File: config.mk
export PLATFORM = sky130hd
export DESIGN_NAME = arb_requester
export DESIGN_NICKNAME = d
export VERILOG_FILES = /design/src/rtl/arb_requester.sv
export SDC_FILE = /design/constraint.sdc
export NUM_CORES = 1
export LEC_CHECK = 0
export ABC_CLOCK_PERIOD_IN_PS = 1800
export BUFFER_PORTS_ARGS = -buffer_cell sky130_fd_sc_hd__buf_2
export CAP_MARGIN = 20
export CORE_ASPECT_RATIO = 1.5
export CORE_MARGIN = 4
export CORE_UTILIZATION = 52
export DETAILED_ROUTE_END_ITERATION = 16
export PLACE_DENSITY_LB_ADDON = 0.15
export SLEW_MARGIN = 20
export SYNTH_ARGS = -nofsm -noshare
export SYNTH_HDL_FRONTEND = slang
export SYNTH_SLANG_ARGS = --single-unit
File: constraint.sdc
create_clock -name clk -period 1.8 [get_ports clk]
set_input_delay 0.45 -clock clk [delete_from_list [all_inputs] [get_ports clk]]
set_output_delay 0.45 -clock clk [all_outputs]
set_load 0.05 [all_outputs]
File: src/rtl/arb_requester.sv
// Client-side requester for the N-way round-robin arbiter: one IDLE/REQ/OWN FSM per client.
// Optional protocol checker on the grant vector is compiled in when ARB_REQ_CHECK_EN is defined.
module arb_requester #(
    parameter int N       = 3,
    parameter int LEN_W   = 4,
    parameter int TIMEOUT = 15,
    localparam int OWN_W  = (N > 1) ? $clog2(N) : 1
) (
    input  logic               clk,
    input  logic               rst,
    input  logic [N-1:0]       start,
    input  logic [N*LEN_W-1:0] len,
    output logic [N-1:0]       r,
    input  logic [N-1:0]       g,
    output logic [N-1:0]       busy,
    output logic [N-1:0]       done,
    output logic [N-1:0]       err_timeout,
    output logic               beat_valid,
    output logic [OWN_W-1:0]   beat_owner,
    output logic [LEN_W-1:0]   beat_idx,
    output logic               err_proto
);

    typedef enum logic [1:0] {
        ST_IDLE = 2'd0,
        ST_REQ  = 2'd1,
        ST_OWN  = 2'd2
    } state_t;

    // Last wait count before the abort fires; the grant check precedes it so a grant on that edge wins.
    localparam logic [7:0] WAIT_LAST = 8'(TIMEOUT - 1);

    state_t           r_state [N];
    logic [LEN_W-1:0] r_len   [N];
    logic [LEN_W-1:0] r_beat  [N];
    logic [7:0]       r_wait  [N];
    logic [N-1:0]     r_req;
    logic [N-1:0]     r_busy;
    logic [N-1:0]     r_done;
    logic [N-1:0]     r_tmo;

    // NOTE: sequential state uses non-blocking assignments so every client FSM sees pre-edge values.
    // NOTE: the per-client arrays are tiny flop banks, not RAM, so they are reset like any other register.
    always_ff @(posedge clk) begin
        if (rst) begin
            for (int i = 0; i < N; i++) begin
                r_state[i] <= ST_IDLE;
                r_len[i]   <= '0;
                r_beat[i]  <= '0;
                r_wait[i]  <= '0;
            end
            r_req  <= '0;
            r_busy <= '0;
            r_done <= '0;
            r_tmo  <= '0;
        end else begin
            r_done <= '0;
            r_tmo  <= '0;
            for (int i = 0; i < N; i++) begin
                case (r_state[i])
                    ST_IDLE: begin
                        if (start[i]) begin
                            r_state[i] <= ST_REQ;
                            r_len[i]   <= len[i*LEN_W +: LEN_W];
                            r_beat[i]  <= '0;
                            r_wait[i]  <= '0;
                            r_req[i]   <= 1'b1;
                            r_busy[i]  <= 1'b1;
                        end
                    end
                    ST_REQ: begin
                        if (g[i]) begin
                            r_state[i] <= ST_OWN;
                        end else if (r_wait[i] == WAIT_LAST) begin
                            r_state[i] <= ST_IDLE;
                            r_req[i]   <= 1'b0;
                            r_busy[i]  <= 1'b0;
                            r_tmo[i]   <= 1'b1;
                        end else if (r_wait[i] != 8'hFF) begin
                            r_wait[i] <= r_wait[i] + 8'd1;
                        end
                    end
                    ST_OWN: begin
                        // A cycle without grant is a stall: the beat counter simply holds.
                        if (g[i]) begin
                            if (r_beat[i] == r_len[i]) begin
                                r_state[i] <= ST_IDLE;
                                r_req[i]   <= 1'b0;
                                r_busy[i]  <= 1'b0;
                                r_done[i]  <= 1'b1;
                            end else begin
                                r_beat[i] <= r_beat[i] + 1'b1;
                            end
                        end
                    end
                    default: begin
                        r_state[i] <= ST_IDLE;
                        r_req[i]   <= 1'b0;
                        r_busy[i]  <= 1'b0;
                    end
                endcase
            end
        end
    end

    assign r           = r_req;
    assign busy        = r_busy;
    assign done        = r_done;
    assign err_timeout = r_tmo;

    // Descending scan so the lowest-indexed beating client is the one reported.
    always_comb begin
        beat_valid = 1'b0;
        beat_owner = '0;
        beat_idx   = '0;
        for (int i = N - 1; i >= 0; i--) begin
            if (r_state[i] == ST_OWN && g[i]) begin
                beat_valid = 1'b1;
                beat_owner = OWN_W'(i);
                beat_idx   = r_beat[i];
            end
        end
    end

`ifdef ARB_REQ_CHECK_EN
    logic r_err_proto;
    logic w_bad_grant;

    assign w_bad_grant = !$onehot0(g) || ((g & ~r_req) != '0);

    always_ff @(posedge clk) begin
        if (rst) begin
            r_err_proto <= 1'b0;
        end else if (w_bad_grant) begin
            r_err_proto <= 1'b1;
        end
    end

    assign err_proto = r_err_proto;
`else
    assign err_proto = 1'b0;
`endif

endmodule

==> summary.md <==
| Metric | Value |
|---|---|
| Bufs and invs on worst path | `1` |
| Synth top area cells | `sky130_fd_sc_hd__edfxtp_1 (47%), sky130_fd_sc_hd__xor2_1 (5.9%), sky130_fd_sc_hd__dfxtp_1 (5.9%), sky130_fd_sc_hd__nor2_1 (5.9%), sky130_fd_sc_hd__xnor2_1 (3.4%)` |
| Final cell area excluding filler cells | `4720 sq um` |
| Hpwl dp | `5510 um` |
| Data required time of the worst path | `1.35 ns` |
| Syn avg cell area | `10.7 sq um` |
| Final GP Congestion | `0.802` |
| Violation count after the first detailed-routing iteration | `91` |
| Count of maximum capacitance violations | `0` |
| Maximum number of pins on one net before global-route repair | `13` |
| Combinational cell fraction of total power | `28.4%` |
| Residual overflow from global routing | `0` |
| Path category of the worst min-delay check | `input port to flip-flop` |
| H-tree lvl count | `3` |
| Setup crit end kind | `output port` |
| FFs w/ async S/R, synth | `0%` |
| Clock network fraction of design power | `28.8%` |
| Family of cells with the greatest summed delay on the critical path | `simple AND/OR/NAND/NOR gates` |
| Post-detailed-route count of antenna-violating nets | `0` |
| Warning count from the yosys run | `0` |
| Vias per inst | `5.50` |
| Worst Slack Setup Final | `-0.295 ns` |
| Max-slew violations | `0` |
| Result of the run | `complete, but fails checks` |
| Maximum fanout count along the critical path | `5` |
| Netlist Area Pre-Place | `3390 sq um` |
| Cell count after synthesis | `318` |
| Area occupied by registers | `1790 sq um` |
| Die area | `7900 sq um` |
| Deepest clock path buffer count | `2` |
| End of the worst register-to-register path | `r_len[0][1]$_SDFFCE_PP0P_` |
| Largest stage delay on the critical path | `0.48 ns` |
| Largest voltage drop on the vdd net | `589 uV` |
| Total wire length after detailed routing | `8360 um` |
| Number of synthesized register bits | `63` |
| Dominant register cell in the synthesized netlist | `sky130_fd_sc_hd__edfxtp_1` |
| Internal cell power | `3.15 mW` |
| Clock tree from TritonCTS | `done` |
| Violated checks | `setup timing` |
| Post-route fraction of the period consumed by the critical path | `116%` |
| Ant. Diodes | `0` |
| Power Dens Cells | `964 nW/um^2` |
| Via count of the first global-routing pass | `2796` |
| Proportion of netlist area held by the largest area contributor | `47.0%` |
| Placed Area | `4030 sq um` |
| Setup repair after global routing missed its margin | `yes` |
| Critical path origin | `r_state[0][0]$_SDFFCE_PP0P_` |
| Routed len/inst | `16.9 um` |
| Number of DRC violations after detailed routing | `0` |
| Total setup violations reported at the end of the flow | `12` |
| Crit Path Category | `flip-flop to output port` |
| Proportion of synthesized chip area in sequential cells | `52.9%` |
| Source of the worst register-to-register timing path | `r_state[0][1]$_SDFFCE_PP0P_` |
| Library cells used by synthesis | `54` |
| Time the final worst path needs with I/O delays and setup | `2.09 ns` |
| Standard-cell rows | `35` |
| Drt first pass iters | `4` |
| First-pass GRT wire length | `12500 um` |
| Share of the core filled with cells in the final layout | `75.9%` |
| Aggregate global-route resource usage | `20.5%` |
| Die Y | `107 um` |
| Final hold viol count | `0` |
| Synthesized netlist net count | `347` |
| Number of clock buffers inserted by TritonCTS | `9` |
| Highest Clock Rate | `477 MHz` |
| Static leakage | `1.93 nW` |
| Net switching power | `1.40 mW` |
| Total number of cells along the worst setup path | `4` |
| End point of the critical path | `beat_idx[2]` |
| Clock latency of the later-clocked register in the worst-skew pair | `0.34 ns` |
| Total vias in the final route | `2726` |
| Layout cells sized above 1 | `40.8%` |
| Signed area change from the synthesized netlist to the final layout | `39.3%` |
| Data arrival time of the worst path | `1.64 ns` |
| Total number of nets in the final design | `446` |
| Number of primary I/O pins | `40` |
| Switching part of the total | `30.8%` |
| Placeable core region | `6220 sq um` |
| Die width | `73.9 um` |
| Setup skew after layout | `0.0110 ns` |
| Clock edge transition at the registers on the reported setup and hold paths | `0.08 ns` |
| Worst path cell trace | `nand3b_1 > nor2_1 > nor2_4 > buf_6` |
| Pre-CTS WS | `-0.222 ns` |
| Final hold slack | `0.379 ns` |
| Area used by multi-input combinational logic | `1790 sq um` |
| EDFF count, synth | `53` |
| I/O Buffers | `38` |
| Fraction of power consumed by sequential logic | `42.7%` |
| Slowest CP cell | `sky130_fd_sc_hd__edfxtp_1` |
| Clock sink count | `63` |
| CP startpoint kind | `flip-flop` |
| Biggest area consumer among synthesized cells | `sky130_fd_sc_hd__edfxtp_1` |
| Reg2Reg Setup Slack | `-0.03 ns` |
| Antenna violations before repair | `0` |
| Sum of negative setup slack | `-1.72 ns` |
| Worst Reg2Reg Path Length in Cells | `7` |
| Root Buffer Master | `sky130_fd_sc_hd__clkbuf_8` |
| Initial Util | `54.5%` |
| Layout fillers | `415` |
-- stage by stage --
stage,instances,power (mW)
after floorplan,318,2.62
after global placement,462,2.91
after detailed placement,462,2.94
after CTS,486,4.39
after global routing,496,4.75
final,496,4.55
-- cell usage in the layout, fill, tap and decap left out, types with 5 or more instances in the layout --
cell	synthesis	layout
sky130_fd_sc_hd__buf_6	1	19
sky130_fd_sc_hd__edfxtp_1	53	53
sky130_fd_sc_hd__clkbuf_8	1	9
sky130_fd_sc_hd__ha_1	9	9
sky130_fd_sc_hd__nor2_1	53	43
sky130_fd_sc_hd__and3_1	6	6
sky130_fd_sc_hd__and2_4	0	5
sky130_fd_sc_hd__nand3_1	12	10
sky130_fd_sc_hd__nand2_2	0	6
sky130_fd_sc_hd__nand2_1	20	12
sky130_fd_sc_hd__nand4_1	7	7
sky130_fd_sc_hd__buf_4	4	49
sky130_fd_sc_hd__nor2_4	0	10
sky130_fd_sc_hd__inv_1	15	14
sky130_fd_sc_hd__xor2_1	23	22
sky130_fd_sc_hd__and2_1	16	10
sky130_fd_sc_hd__xnor2_1	13	13
sky130_fd_sc_hd__dfxtp_1	10	10
sky130_fd_sc_hd__buf_2	1	31
-- cells by family (layout without fill, tap and decap cells) --
group / Yosys count / count (layout) / share of synthesized area [%]
and+or+nand+nor: 146 / 146 / 22.6
buffers and inverters: 29 / 133 / 4.25
DFF: 63 / 63 / 52.9
adders and majority gates: 9 / 9 / 3.32
other: 1 / 1 / 0.111
AOI/OAI and AO/OA: 34 / 34 / 7.50
xor gates and xnor gates: 36 / 36 / 9.31
-- cell usage after synthesis, drive strengths merged, types with 2 or more instances --
cell type and number:
a31oi 4, edfxtp 53, nand4 7, a21boi 2, ha 9, nor2b 2
and2 18, nor3 4, a311o 3, buf 6, and3 7, nand2b 2
inv 15, nand3b 4, xor2 23, nand3 13, or4b 2, dfxtp 10
clkbuf 8, xnor2 13, o21ai 5, a21oi 4, a221oi 6, nor4 5
nor2 53, or3b 3, nand2 20, a31o 2
-- sequential cells by signal (all words and copies together), names as in the netlist --
signal / flops
r_len: 12
r_wait: 24
busy: 3
r_beat: 12
done: 3
err_timeout: 3
r_state: 6
-- worst min path at each step --
stage / start / endpoint / slack [ns] / cells after the start
2_1_floorplan: r_state[2][1]$_DFFE_PP_ / busy[2]$_SDFFE_PP0P_ / 0.53 / 1
3_3_place_gp: busy[0]$_SDFFE_PP0P_ / busy[0]$_SDFFE_PP0P_ / 0.53 / 2
3_5_place_dp: busy[0]$_SDFFE_PP0P_ / busy[0]$_SDFFE_PP0P_ / 0.53 / 2
4_1_cts: len[6] / r_len[0][6]$_SDFFCE_PP0P_ / 0.37 / 2
5_1_grt: len[6] / r_len[0][6]$_SDFFCE_PP0P_ / 0.38 / 2
6_report: len[6] / r_len[0][6]$_SDFFCE_PP0P_ / 0.38 / 2
-- final cells by class --
type	instances	area share [%]
Clock buffer	12	2.86
Sequential cell	63	38.0
Tap cell	74	1.96
Timing Repair Buffer	102	16.7
Multi-Input combinational cell	226	37.8
Inverter	15	1.19
Clock inverter	4	1.49
-- repair_timing --
| action | 4_1_cts | 5_1_grt |
|---|---|---|
| buffers inserted | 10 | 11 |
| resized for setup | 40 | 42 |
| endpoints found under the setup margin | 21 | 75 |
| cloned | 0 | 1 |
| hold buffers | 0 | 0 |
| pin swaps | 12 | 18 |
-- layer usage --
layer	track usage (%)	share of wire, %
met1	23.2	38
met2	36.5	57
met3	4.03	3.0
met4	8.29	2.4
met5	0	0
-- power groups by stage --
| stage | logic (mW) | clock network, mW | registers [mW] |
|---|---|---|---|
| floorplan | 0.641 | 0 | 1.98 |
| global placement | 0.961 | 0 | 1.95 |
| detailed placement | 0.981 | 0 | 1.96 |
| CTS | 1.14 | 1.32 | 1.93 |
| global route | 1.38 | 1.41 | 1.96 |
| finish | 1.29 | 1.31 | 1.94 |
Power figures use the tool's default switching activity.
